## config.mk

```make
export PLATFORM = sky130hd
export DESIGN_NAME = pipelined_addsub
export DESIGN_NICKNAME = d
export VERILOG_FILES = /design/src/rtl/pipelined_addsub.sv
export SDC_FILE = /design/constraint.sdc
export NUM_CORES = 1
export LEC_CHECK = 0
export CAP_MARGIN = 20
export CORE_MARGIN = 4
export CORE_UTILIZATION = 40
export CTS_CLUSTER_SIZE = 28
export DETAILED_ROUTE_END_ITERATION = 7
export SETUP_SLACK_MARGIN = 0.05
export SYNTH_ARGS = -nofsm -noshare
export SYNTH_HDL_FRONTEND = slang
export SYNTH_SLANG_ARGS = --single-unit
```

## constraint.sdc

```tcl
create_clock -name clk -period 3.8 [get_ports clk]
set_input_delay 1.14 -clock clk [delete_from_list [all_inputs] [get_ports clk]]
set_output_delay 1.14 -clock clk [all_outputs]
set_load 0.01 [all_outputs]
```

## src/rtl/pipelined_addsub.sv

```systemverilog
// Pipelined WIDTH-bit adder/subtractor: STAGES registered ripple chunks, valid/ready at both ends.
// Define ADDSUB_SAT_EN to clamp the result to the signed range on overflow.
module pipelined_addsub #(
    parameter int unsigned WIDTH  = 16,
    parameter int unsigned STAGES = 4
) (
    input  logic             clk,
    input  logic             rst,
    input  logic             in_valid,
    output logic             in_ready,
    input  logic [WIDTH-1:0] a,
    input  logic [WIDTH-1:0] b,
    input  logic             cin,
    input  logic             sub,
    output logic             out_valid,
    input  logic             out_ready,
    output logic [WIDTH-1:0] sum,
    output logic             cout,
    output logic             ovf,
    output logic             zero
);

    localparam int unsigned CW = WIDTH / STAGES;

    logic             stall;
    logic [WIDTH-1:0] res_n;
    logic [WIDTH-1:0] sum_n;
    logic             cout_n;
    logic             ovf_n;
    logic             vld_n;

    // Global enable: a held output freezes the whole pipeline.
    assign stall    = out_valid && !out_ready;
    assign in_ready = !stall;

    genvar k;
    generate
        for (k = 0; k < STAGES; k++) begin : stage
            // Operand bits still to be consumed when entering stage k.
            localparam int unsigned REM = WIDTH - k * CW;

            logic [REM-1:0] op_a;
            logic [REM-1:0] op_b;
            logic           cy_in;
            logic           vld_in;
            logic [CW:0]    part;

            if (k == 0) begin : g_first
                // Subtraction is folded into inverted B and inverted carry-in.
                assign op_a   = a;
                assign op_b   = b ^ {WIDTH{sub}};
                assign cy_in  = cin ^ sub;
                assign vld_in = in_valid;
            end else begin : g_next
                assign op_a   = stage[k-1].g_reg.a_q;
                assign op_b   = stage[k-1].g_reg.b_q;
                assign cy_in  = stage[k-1].g_reg.c_q;
                assign vld_in = stage[k-1].g_reg.v_q;
            end

            assign part = {1'b0, op_a[CW-1:0]} + {1'b0, op_b[CW-1:0]} + (CW+1)'(cy_in);

            if (k < STAGES - 1) begin : g_reg
                logic [REM-CW-1:0]   a_q;
                logic [REM-CW-1:0]   b_q;
                logic [(k+1)*CW-1:0] r_q;
                logic [(k+1)*CW-1:0] r_n;
                logic                c_q;
                logic                v_q;

                // Skew: upper operand chunks travel on; deskew: finished chunks accumulate below.
                if (k == 0) begin : g_r0
                    assign r_n = part[CW-1:0];
                end else begin : g_rk
                    assign r_n = {part[CW-1:0], stage[k-1].g_reg.r_q};
                end

                always_ff @(posedge clk) begin
                    if (rst) begin
                        a_q <= '0;
                        b_q <= '0;
                        r_q <= '0;
                        c_q <= 1'b0;
                        v_q <= 1'b0;
                    end else if (!stall) begin
                        a_q <= op_a[REM-1:CW];
                        b_q <= op_b[REM-1:CW];
                        r_q <= r_n;
                        c_q <= part[CW];
                        v_q <= vld_in;
                    end
                end
            end else begin : g_last
                if (k == 0) begin : g_r0
                    assign res_n = part[CW-1:0];
                end else begin : g_rk
                    assign res_n = {part[CW-1:0], stage[k-1].g_reg.r_q};
                end

                // Carry into the MSB is recovered from the MSB sum bit and its operands.
                assign cout_n = part[CW];
                assign ovf_n  = part[CW] ^ part[CW-1] ^ op_a[CW-1] ^ op_b[CW-1];
                assign vld_n  = vld_in;
            end
        end
    endgenerate

    // Final result selection; clamping happens ahead of the output register.
    always_comb begin
        sum_n = res_n;
`ifdef ADDSUB_SAT_EN
        if (ovf_n) begin
            sum_n = res_n[WIDTH-1] ? {1'b0, {(WIDTH-1){1'b1}}} : {1'b1, {(WIDTH-1){1'b0}}};
        end
`else
`endif
    end

    // The last stage register doubles as the output register.
    always_ff @(posedge clk) begin
        if (rst) begin
            out_valid <= 1'b0;
            sum       <= '0;
            cout      <= 1'b0;
            ovf       <= 1'b0;
            zero      <= 1'b0;
        end else if (!stall) begin
            out_valid <= vld_n;
            sum       <= sum_n;
            cout      <= cout_n;
            ovf       <= ovf_n;
            zero      <= (sum_n == '0);
        end
    end

endmodule

```

# == Word level (Yosys, flattened, before mapping) ==
# Index checks and enable logic that the tools add are counted.
# classes
n_reduce_logical,4
add_sub_neg,8
bitwise,5
# ops
cell,n
adder 4 x 4 -> 5 bit,4
adder 5 x 1 -> 5 bit,4
logical NOT 16 bit,1
XOR 16 bit,1
XOR 1 bit,4
logical NOT 1 bit,2
logical AND 1 bit,1
# totals
inputBits,38
output_inout_bits,21
regBits,98

# == Depth between registers and ports, before layout ==
# depth
depth_word,5
mapped_depth,8
ltp_nobuf,7

# == Worst setup path after synthesis ==
# OpenSTA, ideal clock, no wires.
# synth_timing
path_kind,input port to flip-flop
startpoint,input port sub
endpoint,register stage[0].g_reg.c_q
setup_slack_ns,0.655
required_ns,3.667
stages,8
t_arrival_ns,3.012
cell_sequence,buf_2 buf_2 xor2_1 fa_1 fa_1 a21o_1 a211oi_1 a211oi_1
# synth_via
elab_chain_cells,3
elab_cells_between_ends,4
cone_classes,add/sub (2); bitwise (2)
# synth_rtl
element,line_no,rtl
"start, declared",14,"input logic sub,"
XOR 16 bit,51,assign op_b = b ^ {WIDTH{sub}};
adder 4 x 4 -> 5 bit,61,"assign part = {1'b0, op_a[CW-1:0]} + {1'b0, op_b[CW-1:0]} + (CW+1)'(cy_in);"
adder 5 x 1 -> 5 bit *,61,
"end signal, assigned",89,c_q <= part[CW];
"end, declared",68,logic c_q;
# Every way passes the cells marked *; elsewhere a longest branch is shown, timed or not.
# A chain may end at the register's enable or synchronous reset.

# == Worst setup path after layout ==
# layout_timing
startpoint,input port out_ready
endpoint,output port in_ready
# layout_via
elab_chain_cells,3
# layout_rtl
element,line_no,rtl
"start, declared",16,"input logic out_ready,"
logical NOT 1 bit,33,assign stall = out_valid && !out_ready;
logical AND 1 bit,33,
logical NOT 1 bit,--,
"end, declared",10,"output logic in_ready,"
# No other way between the ends.

==> results by group <==
Critical path
  • WP buf/inv: 3
  • CP Data Required Time: 2.66 ns
  • Most frequent cell on the critical path: clkdlybuf4s50_1
  • Critical Path End: in_ready
  • CP Cell Sequence: clkdlybuf4s50_1, nor2b_4, inv_2, clkdlybuf4s50_1
  • Crit path max-delay family: buffers and inverters
  • CP peak stage delay: 0.53 ns
  • Worst R2R Setup Slack: 1.40 ns
  • Levels on crit path: 4
  • Reg2reg start: stage[2].g_reg.a_q[0]$_SDFFE_PP0N_
  • Worst R2R End: ovf$_SDFFE_PP0N_
  • Critical Path Start Type: primary input
  • Crit path capture type: output pin
  • Slowest cell on the critical path: clkdlybuf4s50_1
  • CP Max Fanout: 2
  • Crit path DAT: 2.27 ns
  • Kind of critical path: in -> out
  • Critical Path Source: out_ready
  • FF-to-FF path depth: 6

CTS
  • Clock sink total: 98
  • CTS tree: built
  • Post-CTS setup buffers: 0
  • Clock Latency Late Sink: 0.36 ns
  • Cts hold-fix bufs: 0
  • Cts repair resizes: 0
  • H-tree levels: 3
  • Worst-path clk slew: 0.08 ns
  • Num CTS Buffers: 9
  • Clk Tree Root Cell: clkbuf_8
  • Clk buf depth: 2

Layout
  • Final instance area: 4920 µm²
  • Post-layout util: 0.4987
  • Most frequent cells in the layout: 141 x nand2_1, 98 x dfxtp_1, 74 x a21oi_1
  • Area grow syn2layout: 20.21%
  • Commonest non-fill, non-tap cell in the layout: nand2_1
  • Layout cells sized above 1: 0.05224
  • Cell Count, Final, Fillers Out: 669
  • Antenna Cells: 0
  • Fillers: 979
  • Final #Nets: 589

Floorplanning
  • Die X: 109.2 µm
  • Starting Density: 0.4149
  • Core area: 9864 µm²
  • Rows: 36
  • I/O pin count: 59
  • Die Footprint: 11910 µm²
  • Die Ht: 109.2 µm

Power and ir drop
  • Switch share: 0.2563
  • Leak: 1.895 nW
  • Comb pwr share: 0.132
  • Max rail drop VDD: 0.2042 mV
  • Clock network fraction of total power: 0.293
  • Sw Pwr: 0.0005065 W
  • Internal power: 0.001470 W
  • Part of the power in registers: 0.575
  • Pwr Density: 401.7 nW/µm²

Job
  • Max-cap viol count: 0

Timing
  • Relative slew slack: 0.3537
  • Final Hold Viols: 0
  • FMAX: 293.1 MHz
  • Fin. max-slew vios: 0
  • Final Cycle Share: 0.8977
  • Unrepaired setup endpoints after global routing: false
  • Setup TNS: 0 ns
  • WHS: 0.4521 ns
  • Final Skew: 0.009510 ns
  • Pin slew with the least headroom to its limit: 0.9694 ns
  • Final setup fails: 0
  • Post-layout minimum cycle time: 3.411 ns

Synth
  • Synth Cell Area: 4093 µm²
  • Post-synth ARST share: 0
  • Sequential fraction of the synthesis area: 0.4794
  • Post-synth top flop: dfxtp_1
  • Synth Warn #: 0
  • Synthesized Nets: 546
  • Distinct cell type count after synthesis: 34
  • EDFF count, synth: 0
  • Mean Syn Cell Area: 8.387 µm²
  • Mapped Cells: 488
  • Synthesized flop and latch total: 98

Drt
  • 1st-iter DRT viols: 165
  • Routed WL: 8.254 mm
  • Detail Route Antenna Nets: 0
  • DR WL/cell: 12.34 µm
  • Vias/cell: 4.803
  • DRC errors left: 0
  • Vias: 3213
  • DRT Pass-1 Iters: 4

Global route
  • Gr ovfl total: 0
  • First-pass GRT wire length: 14.23 mm
  • Largest net degree at the start of global routing: 104
  • Vias in the first global route: 3071
  • All-Layer GR Usage: 0.1499
  • Initial antenna violation count: 0

Min path
  • Hold crit path type: reg -> reg

Placed design
  • Gpl congestion: 0.8084
  • PortBufs: 58
  • Area post-placement: 4757 µm²
  • Final HPWL DP: 5.723 mm
  • Inst Count DP: 653

Status
  • Status: complete, no violations
[stage by stage]
stage	setup slack [ns]	power, W
after floorplan	0.6550	0.001314
after global placement	0.3764	0.001416
after detailed placement	0.3865	0.001422
after CTS	0.3756	0.002002
after global routing	0.3477	0.002091
final	0.3887	0.001976
[worst min-delay path by stage]
stage                                       startpoint                            endpoint  slack [ns]  cells after the start
CTS                                sum[1]$_SDFFE_PP0N_                 sum[1]$_SDFFE_PP0N_        0.46                      2
global route                       sum[1]$_SDFFE_PP0N_                 sum[1]$_SDFFE_PP0N_        0.46                      2
finish                            sum[10]$_SDFFE_PP0N_                sum[10]$_SDFFE_PP0N_        0.45                      2
detailed placement                 sum[1]$_SDFFE_PP0N_                 sum[1]$_SDFFE_PP0N_        0.44                      2
floorplan           stage[0].g_reg.a_q[0]$_SDFFE_PP0N_  stage[0].g_reg.a_q[0]$_SDFFE_PP0N_        0.43                      2
global placement       stage[2].g_reg.v_q$_SDFFE_PP0N_     stage[2].g_reg.v_q$_SDFFE_PP0N_        0.44                      2
[power by group through the flow]
stage	clock network, W	registers [W]	logic, W
floorplan	0	0.00115	0.000160
global placement	0	0.00116	0.000257
detailed placement	0	0.00116	0.000261
CTS	0.000601	0.00114	0.000263
global route	0.000651	0.00115	0.000293
finish	0.000580	0.00114	0.000260
[flip-flops by register name, indices dropped and copies added (netlist names)]
signal,flops
sum,16
stage.g_reg.b_q,24
stage.g_reg.a_q,24
stage.g_reg.v_q,3
cout,1
stage.g_reg.c_q,3
ovf,1
zero,1
out_valid,1
stage.g_reg.r_q,24
[cell usage after synthesis (all sizes together), types with 2 or more instances]
cell | count | area [µm²]
fa | 8 | 160.2
buf | 16 | 77.58
dfxtp | 98 | 1962
xnor2 | 13 | 113.9
and3 | 2 | 17.52
xor2 | 10 | 87.58
a21oi | 74 | 370.4
nand2 | 141 | 529.3
nor3 | 3 | 15.01
nor2b | 4 | 25.02
o21ai | 6 | 30.03
clkbuf | 18 | 67.56
o21a | 2 | 15.01
a211oi | 22 | 165.2
nand3b | 4 | 30.03
a21o | 4 | 30.03
nor4 | 3 | 18.77
inv | 10 | 37.53
nor2 | 27 | 101.4
or3 | 2 | 17.52
ha | 12 | 150.1
[cells by family after synthesis]
kind of cell | count (synthesis) | share of synthesized area
fa+ha+maj | 20 | 0.07582
buf+inv | 44 | 0.04463
simple gates | 190 | 0.1908
compound gates | 113 | 0.1602
xor+xnor | 23 | 0.04922
flops | 98 | 0.4794
[worst reg2reg max path: cells and delay by family (launching register included)]
kind | cells | cell delay [ns]
AO/OA/AOI/OAI | 1 | 0.42
AND/OR/NAND/NOR | 3 | 0.67
adder cells (fa/ha/maj) | 2 | 0.90
flip-flops | 1 | 0.36
[per-layer routing]
metal,track usage,share of wire
met4,0.05681,0.015
met5,0,0
met1,0.1973,0.48
met3,0.02783,0.038
met2,0.2439,0.47
[layout make-up]
class                           count  area (µm²)  share of cell area
Inverter                           10       37.54            0.007630
Multi-Input combinational cell    346        1956              0.3975
Timing Repair Buffer               66       635.6              0.1292
Clock buffer                       11       131.4             0.02670
Tap cell                          133       166.4             0.03383
Sequential cell                    98        1962              0.3988
Clock inverter                      5       31.28            0.006358
(Power assumes the default switching activity.)
